===== src/rtl/atm_pkg.sv =====
// rtl/atm_pkg.sv - shared types and constants for the ATM keypad front panel
package atm_pkg;

  localparam int DATA_W = 14;

  // Function key encodings; 0-9 are decimal digits, 15 is reserved
  typedef enum logic [3:0] {
    KEY_ENTER    = 4'd10,
    KEY_CANCEL   = 4'd11,
    KEY_CLEAR    = 4'd12,
    KEY_DEPOSIT  = 4'd13,
    KEY_WITHDRAW = 4'd14
  } key_e;

  typedef enum logic [2:0] {
    ST_IDLE       = 3'd0,
    ST_WAIT_READY = 3'd1,
    ST_PIN_ENTRY  = 3'd2,
    ST_SEL_TYPE   = 3'd3,
    ST_SEL_ACCT   = 3'd4,
    ST_AMT_ENTRY  = 3'd5,
    ST_HOLD       = 3'd6
  } state_e;

  localparam logic ACCT_CHEQUING = 1'b0;
  localparam logic ACCT_SAVINGS  = 1'b1;
  localparam logic SEL_WITHDRAW  = 1'b0;
  localparam logic SEL_DEPOSIT   = 1'b1;

  function automatic logic is_digit(input logic [3:0] code);
    return code <= 4'd9;
  endfunction

endpackage


===== src/rtl/dec_accumulator.sv =====
// rtl/dec_accumulator.sv - decimal digit accumulator shared by the PIN and amount phases
module dec_accumulator #(
  parameter int DATA_W     = 14,
  parameter int MAX_DIGITS = 4,
  parameter int CNT_W      = 3
) (
  input  logic              clk,
  input  logic              rst,
  input  logic              clear_i,
  input  logic              digit_en_i,
  input  logic [3:0]        digit_i,
  output logic [DATA_W-1:0] acc_o,
  output logic [CNT_W-1:0]  count_o
);

  logic [DATA_W-1:0] acc_q, acc_d;
  logic [CNT_W-1:0]  count_q, count_d;
  logic              accept;

  // Shift-add times ten; DATA_W is sized so MAX_DIGITS nines never overflow
  always_comb begin
    accept  = digit_en_i && (count_q < CNT_W'(MAX_DIGITS));
    acc_d   = acc_q;
    count_d = count_q;
    if (clear_i) begin
      acc_d   = '0;
      count_d = '0;
    end else if (accept) begin
      acc_d   = (acc_q << 3) + (acc_q << 1) + {{(DATA_W-4){1'b0}}, digit_i};
      count_d = count_q + CNT_W'(1);
    end
  end

  // Accumulator and digit count registers; clear has priority over a digit
  always_ff @(posedge clk) begin
    if (rst) begin
      acc_q   <= '0;
      count_q <= '0;
    end else begin
      acc_q   <= acc_d;
      count_q <= count_d;
    end
  end

  assign acc_o   = acc_q;
  assign count_o = count_q;

endmodule


===== src/rtl/atm_keypad_front.sv =====
// rtl/atm_keypad_front.sv - keypad sequencer building the ATM fsm request; optional ATM_TIMEOUT_EN
module atm_keypad_front #(
  parameter int DATA_W         = atm_pkg::DATA_W,
  parameter int MAX_DIGITS     = 4,
  parameter int TIMEOUT_CYCLES = 1000
) (
  input  logic              clk,
  input  logic              rst,
  input  logic              card_detect,
  input  logic              key_valid,
  input  logic [3:0]        key_code,
  input  logic              ready,
  output logic              bank_card_insert,
  output logic [DATA_W-1:0] pin,
  output logic [DATA_W-1:0] amount,
  output logic              deposit_withdrawal_selection,
  output logic              account_selection,
  output logic              busy,
  output logic [2:0]        digit_count
);

  import atm_pkg::*;

  state_e            state_q;
  logic              bci_q, dws_q, acct_q, busy_q;
  logic [DATA_W-1:0] pin_q, amount_q;

  logic [DATA_W-1:0] acc;
  logic [2:0]        acc_count;

  logic key_digit, key_enter, key_cancel, key_clear;
  logic in_entry, past_wait, abort, tmo_expire;
  logic enter_pin_ok, enter_amt_ok, acc_clr, acc_digit;

  assign key_digit  = key_valid && is_digit(key_code);
  assign key_enter  = key_valid && (key_code == KEY_ENTER);
  assign key_cancel = key_valid && (key_code == KEY_CANCEL);
  assign key_clear  = key_valid && (key_code == KEY_CLEAR);

  assign in_entry  = (state_q == ST_PIN_ENTRY) || (state_q == ST_AMT_ENTRY);
  assign past_wait = (state_q != ST_IDLE) && (state_q != ST_WAIT_READY);

  // Card removal beats CANCEL beats everything else; any key in an abort cycle is dropped
  assign abort = ((state_q != ST_IDLE) && !card_detect) || (past_wait && key_cancel) || tmo_expire;

  assign enter_pin_ok = (state_q == ST_PIN_ENTRY) && key_enter && (acc_count != 3'd0);
  assign enter_amt_ok = (state_q == ST_AMT_ENTRY) && key_enter && (acc != '0);

  // Held clear outside the entry states, so every entry into PIN/AMT starts from zero
  assign acc_clr   = !in_entry || abort || key_clear || enter_pin_ok || enter_amt_ok;
  assign acc_digit = in_entry && key_digit;

  dec_accumulator #(
    .DATA_W    (DATA_W),
    .MAX_DIGITS(MAX_DIGITS),
    .CNT_W     (3)
  ) u_acc (
    .clk       (clk),
    .rst       (rst),
    .clear_i   (acc_clr),
    .digit_en_i(acc_digit),
    .digit_i   (key_code),
    .acc_o     (acc),
    .count_o   (acc_count)
  );

`ifdef ATM_TIMEOUT_EN
  localparam int TMO_W = $clog2(TIMEOUT_CYCLES + 1);

  logic [TMO_W-1:0] tmo_q;
  logic             tmo_counting;

  assign tmo_counting = in_entry || (state_q == ST_SEL_TYPE) || (state_q == ST_SEL_ACCT);
  assign tmo_expire   = tmo_counting && !key_valid && (tmo_q == TMO_W'(TIMEOUT_CYCLES - 1));

  // Inactivity counter; moves between entry states are always key-driven, so
  // reloading on keys and outside entry states covers every state change
  always_ff @(posedge clk) begin
    if (rst || !tmo_counting || key_valid) begin
      tmo_q <= '0;
    end else begin
      tmo_q <= tmo_q + TMO_W'(1);
    end
  end
`else
  logic unused_tmo;
  assign unused_tmo = (TIMEOUT_CYCLES == 0);
  assign tmo_expire = 1'b0;
`endif

  // Front panel sequencer with registered request and field outputs
  always_ff @(posedge clk) begin
    if (rst || abort) begin
      state_q  <= ST_IDLE;
      bci_q    <= 1'b0;
      pin_q    <= '0;
      amount_q <= '0;
      dws_q    <= SEL_WITHDRAW;
      acct_q   <= ACCT_CHEQUING;
      busy_q   <= 1'b0;
    end else begin
      case (state_q)
        ST_IDLE: begin
          if (card_detect) begin
            state_q <= ST_WAIT_READY;
            busy_q  <= 1'b1;
          end
        end
        ST_WAIT_READY: begin
          if (ready) state_q <= ST_PIN_ENTRY;
        end
        ST_PIN_ENTRY: begin
          if (enter_pin_ok) begin
            pin_q   <= acc;
            state_q <= ST_SEL_TYPE;
          end
        end
        ST_SEL_TYPE: begin
          if (key_valid && key_code == KEY_DEPOSIT) begin
            dws_q   <= SEL_DEPOSIT;
            state_q <= ST_SEL_ACCT;
          end else if (key_valid && key_code == KEY_WITHDRAW) begin
            dws_q   <= SEL_WITHDRAW;
            state_q <= ST_SEL_ACCT;
          end
        end
        ST_SEL_ACCT: begin
          if (key_valid && key_code == 4'd0) begin
            acct_q  <= ACCT_CHEQUING;
            state_q <= ST_AMT_ENTRY;
          end else if (key_valid && key_code == 4'd1) begin
            acct_q  <= ACCT_SAVINGS;
            state_q <= ST_AMT_ENTRY;
          end
        end
        ST_AMT_ENTRY: begin
          if (enter_amt_ok) begin
            amount_q <= acc;
            bci_q    <= 1'b1;
            state_q  <= ST_HOLD;
          end
        end
        ST_HOLD: begin
          state_q <= ST_HOLD;
        end
        default: begin
          state_q <= ST_IDLE;
          busy_q  <= 1'b0;
        end
      endcase
    end
  end

  assign bank_card_insert             = bci_q;
  assign pin                          = pin_q;
  assign amount                       = amount_q;
  assign deposit_withdrawal_selection = dws_q;
  assign account_selection            = acct_q;
  assign busy                         = busy_q;
  assign digit_count                  = acc_count;

endmodule

===== config.mk =====
export PLATFORM = sky130hd
export DESIGN_NAME = atm_keypad_front
export DESIGN_NICKNAME = d
export VERILOG_FILES = /design/src/rtl/atm_pkg.sv /design/src/rtl/dec_accumulator.sv /design/src/rtl/atm_keypad_front.sv
export SDC_FILE = /design/constraint.sdc
export NUM_CORES = 1
export LEC_CHECK = 0
export ABC_AREA = 1
export CORE_MARGIN = 3
export CORE_UTILIZATION = 55
export CTS_CLUSTER_DIAMETER = 30
export DETAILED_ROUTE_END_ITERATION = 16
export DONT_BUFFER_PORTS = 1
export HOLD_SLACK_MARGIN = 0.08
export PLACE_DENSITY = 0.73
export SETUP_SLACK_MARGIN = 0.15
export SLEW_MARGIN = 15
export SYNTH_ARGS = -nofsm -noshare
export SYNTH_HDL_FRONTEND = slang
export SYNTH_SLANG_ARGS = --single-unit
export TNS_END_PERCENT = 30

===== constraint.sdc =====
create_clock -name clk -period 4.46 [get_ports clk]
set_input_delay 0.669 -clock clk [delete_from_list [all_inputs] [get_ports clk]]
set_output_delay 0.669 -clock clk [all_outputs]
set_load 0.02 [all_outputs]

==> flow_summary.ini <==
[timing]
worstMarginPinSlew_ns = 0.744
fin_crit_sh = 0.527
max_slew_margin = 0.501
clock_skew_ns = 0.0120
rsz0062_at_grt = false
max_freq_mhz = 425
setup_tns_ns = 0
drv_slew = 0
hold_slack_ns = 0.498
hold_viol_final = 0
min_period_ns = 2.35
setup_viol = 0

[setup_path]
required_ns = 4.67
end_kind = flop
cp.arrival_ns = 2.56
path_max_fanout = 6
path_class = flop to flop
start_kind = flop

[power]
ir_worst_vdd_v = 0.000315
p_per_area_mw_per_mm2 = 335
p_leak_nw = 1.52

[clocking]
ctsLongestPathBuffers = 2
cts.repair.resized = 0
clock_sinks = 52
path_clk_slew_ns = 0.09
post_cts_buffers = 0
cts.htree.levels = 2
cts_hold_buf = 0
clk_latency_ns = 0.32
cts_root_buffer = clkbuf_8
cts_tree = built
cts-buffers-inserted = 5

[route]
drtIter0Drc = 199
ant_nets = 0
first_pass_iters = 4
wirelength_um = 7530
via_count = 2905
viasPerCell = 5.59
wl_per_cell_um = 14.5
drc = 0

[run]
maxCapViolCount = 0

[synthesis]
synthArstFlopShare = 0
yosysTopAreaCellShare = 0.319
synth_nets = 491
synth_area_leaders = dfxtp_1 (32%), nand2_1 (13%), ha_1 (11%)
ys.flop_type = dfxtp_1
synthCells = 452
synth_seq_area_share = 0.319
syn_area_mm2 = 0.00326
yosysWarningCount = 0
synth.top_cells.by_count = nand2_1 (111), dfxtp_1 (52), nand3_1 (51)
avgSynthCellArea_um2 = 7.21
synth-edff-count = 0
yosysUniqueCellTypes = 37
yosysTopAreaCell = dfxtp_1
synth.most_common_cell = nand2_1
synth_seq_cells = 52

[placed_design]
routabilityCongestion = 0.949
dpl.hpwl_um = 5610
portBuffers = 0
placedCellCount = 512
dpl-instance-area_mm2 = 0.00327

[floorplanning]
die_h_um = 83.0
die_w_um = 83.0
start_util = 0.581
rows = 27
core_mm2 = 0.00561
ios = 44
dieArea_mm2 = 0.00689

[final_layout]
antennaDiodeCount = 0
nets = 486
drive_gt1_frac = 0.100
areaGrowthSynthToFinish_pct = 3.22
finalInstanceArea_mm2 = 0.00337
final_cells = 520

[global_routing]
grt_pass1_vias = 2831
grt.total_usage = 0.226
grt_pass1_wl_um = 13100
grt_max_degree = 35
antenna_found_initial = 0
overflow = 0

[hold_path]
holdCritPathClass = input pin to flop

[status]
status = completed
## registers in the layout, indices dropped and copies added (netlist names)
name,flops
amount,14
pin,14
u_acc.acc_o,14
state_q,3
u_acc.count_o,3
account_selection,1
bank_card_insert,1
busy,1
deposit_withdrawal_selection,1
## area by class of cell
type	instances	area, um^2
fillers	585	2240
well taps	72	90.1
clock buffers	5	68.8
inverters	48	183
clock inverters	3	25.0
multi-input cells	340	1960
flip-flops and latches	52	1040
## worst paths after layout
kind,startpoint,to,slack (ns),cells after the start
worst max register to register,u_acc.acc_o[2]$_SDFFE_PP0P_,u_acc.acc_o[6]$_SDFFE_PP0P_,2.11,11
worst max-delay path,u_acc.acc_o[2]$_SDFFE_PP0P_,u_acc.acc_o[6]$_SDFFE_PP0P_,2.11,11
worst min register to register,state_q[1]$_SDFFE_PP0P_,state_q[1]$_SDFFE_PP0P_,0.54,2
worst min-delay path,key_code[0],u_acc.acc_o[0]$_SDFFE_PP0P_,0.50,2
## stage by stage
step	total power, W	setup slack [ns]	utilization
6_report	0.00113	2.11	0.600
5_1_grt	0.00120	1.84	0.600
4_1_cts	0.00113	2.11	0.600
3_5_place_dp	0.000850	1.93	0.583
3_3_place_gp	0.000846	1.98	0.583
2_1_floorplan	0.000800	2.05	-
## cell usage in the layout (no fill, tap or decap), types with 3 or more instances in the layout
cell type  netlist  final
inv_1           44     44
or2_2            3      3
o211ai_1         3      3
nand2_4          3      3
nor2_4           3      3
clkbuf_8         0      5
nand3_2          3      3
nand4_1          7      7
a21oi_1         41     41
xor2_1           5      5
o21ai_0          6      6
nand3_1         51     51
nand2_2          6      6
ha_1            28     28
nor2_1          44     44
inv_2            3      3
nand2_1        111    111
a21oi_2          8      8
dfxtp_1         52     52
## critical path, cell delays in order (launching register included)
cell,delay (ns)
dfxtp_1,0.49
inv_1,0.09
fa_1,0.49
inv_1,0.07
fa_1,0.48
nand2_1,0.12
nand3_1,0.10
nand2_1,0.09
xor2_1,0.14
nand2_1,0.06
o21ai_0,0.09
nor2_2,0.04
## cells by family (layout without fill, tap and decap cells)
group / after synthesis / in the layout / synth area share
AOI/OAI and AO/OA: 62 / 62 / 0.110
and+or+nand+nor: 243 / 243 / 0.357
DFF: 52 / 52 / 0.319
xor gates and xnor gates: 5 / 5 / 0.0134
adders and majority gates: 30 / 30 / 0.120
buffers and inverters: 60 / 56 / 0.0802
## where the power goes
group          internal, W  switching [W]
clock network     0.000115       0.000172
logic             0.000105       0.000227
registers         0.000482      0.0000256
## routing by layer
| metal | track usage | up-vias | wire length [um] |
|---|---|---|---|
| met5 | 0 | - | 0 |
| met4 | 0.0817 | 0 | 191 |
| met3 | 0.0387 | 19 | 393 |
| met2 | 0.367 | 78 | 3470 |
| met1 | 0.301 | 1341 | 3480 |
| li1 | - | 1467 | - |
Power figures use the tool's default switching activity.
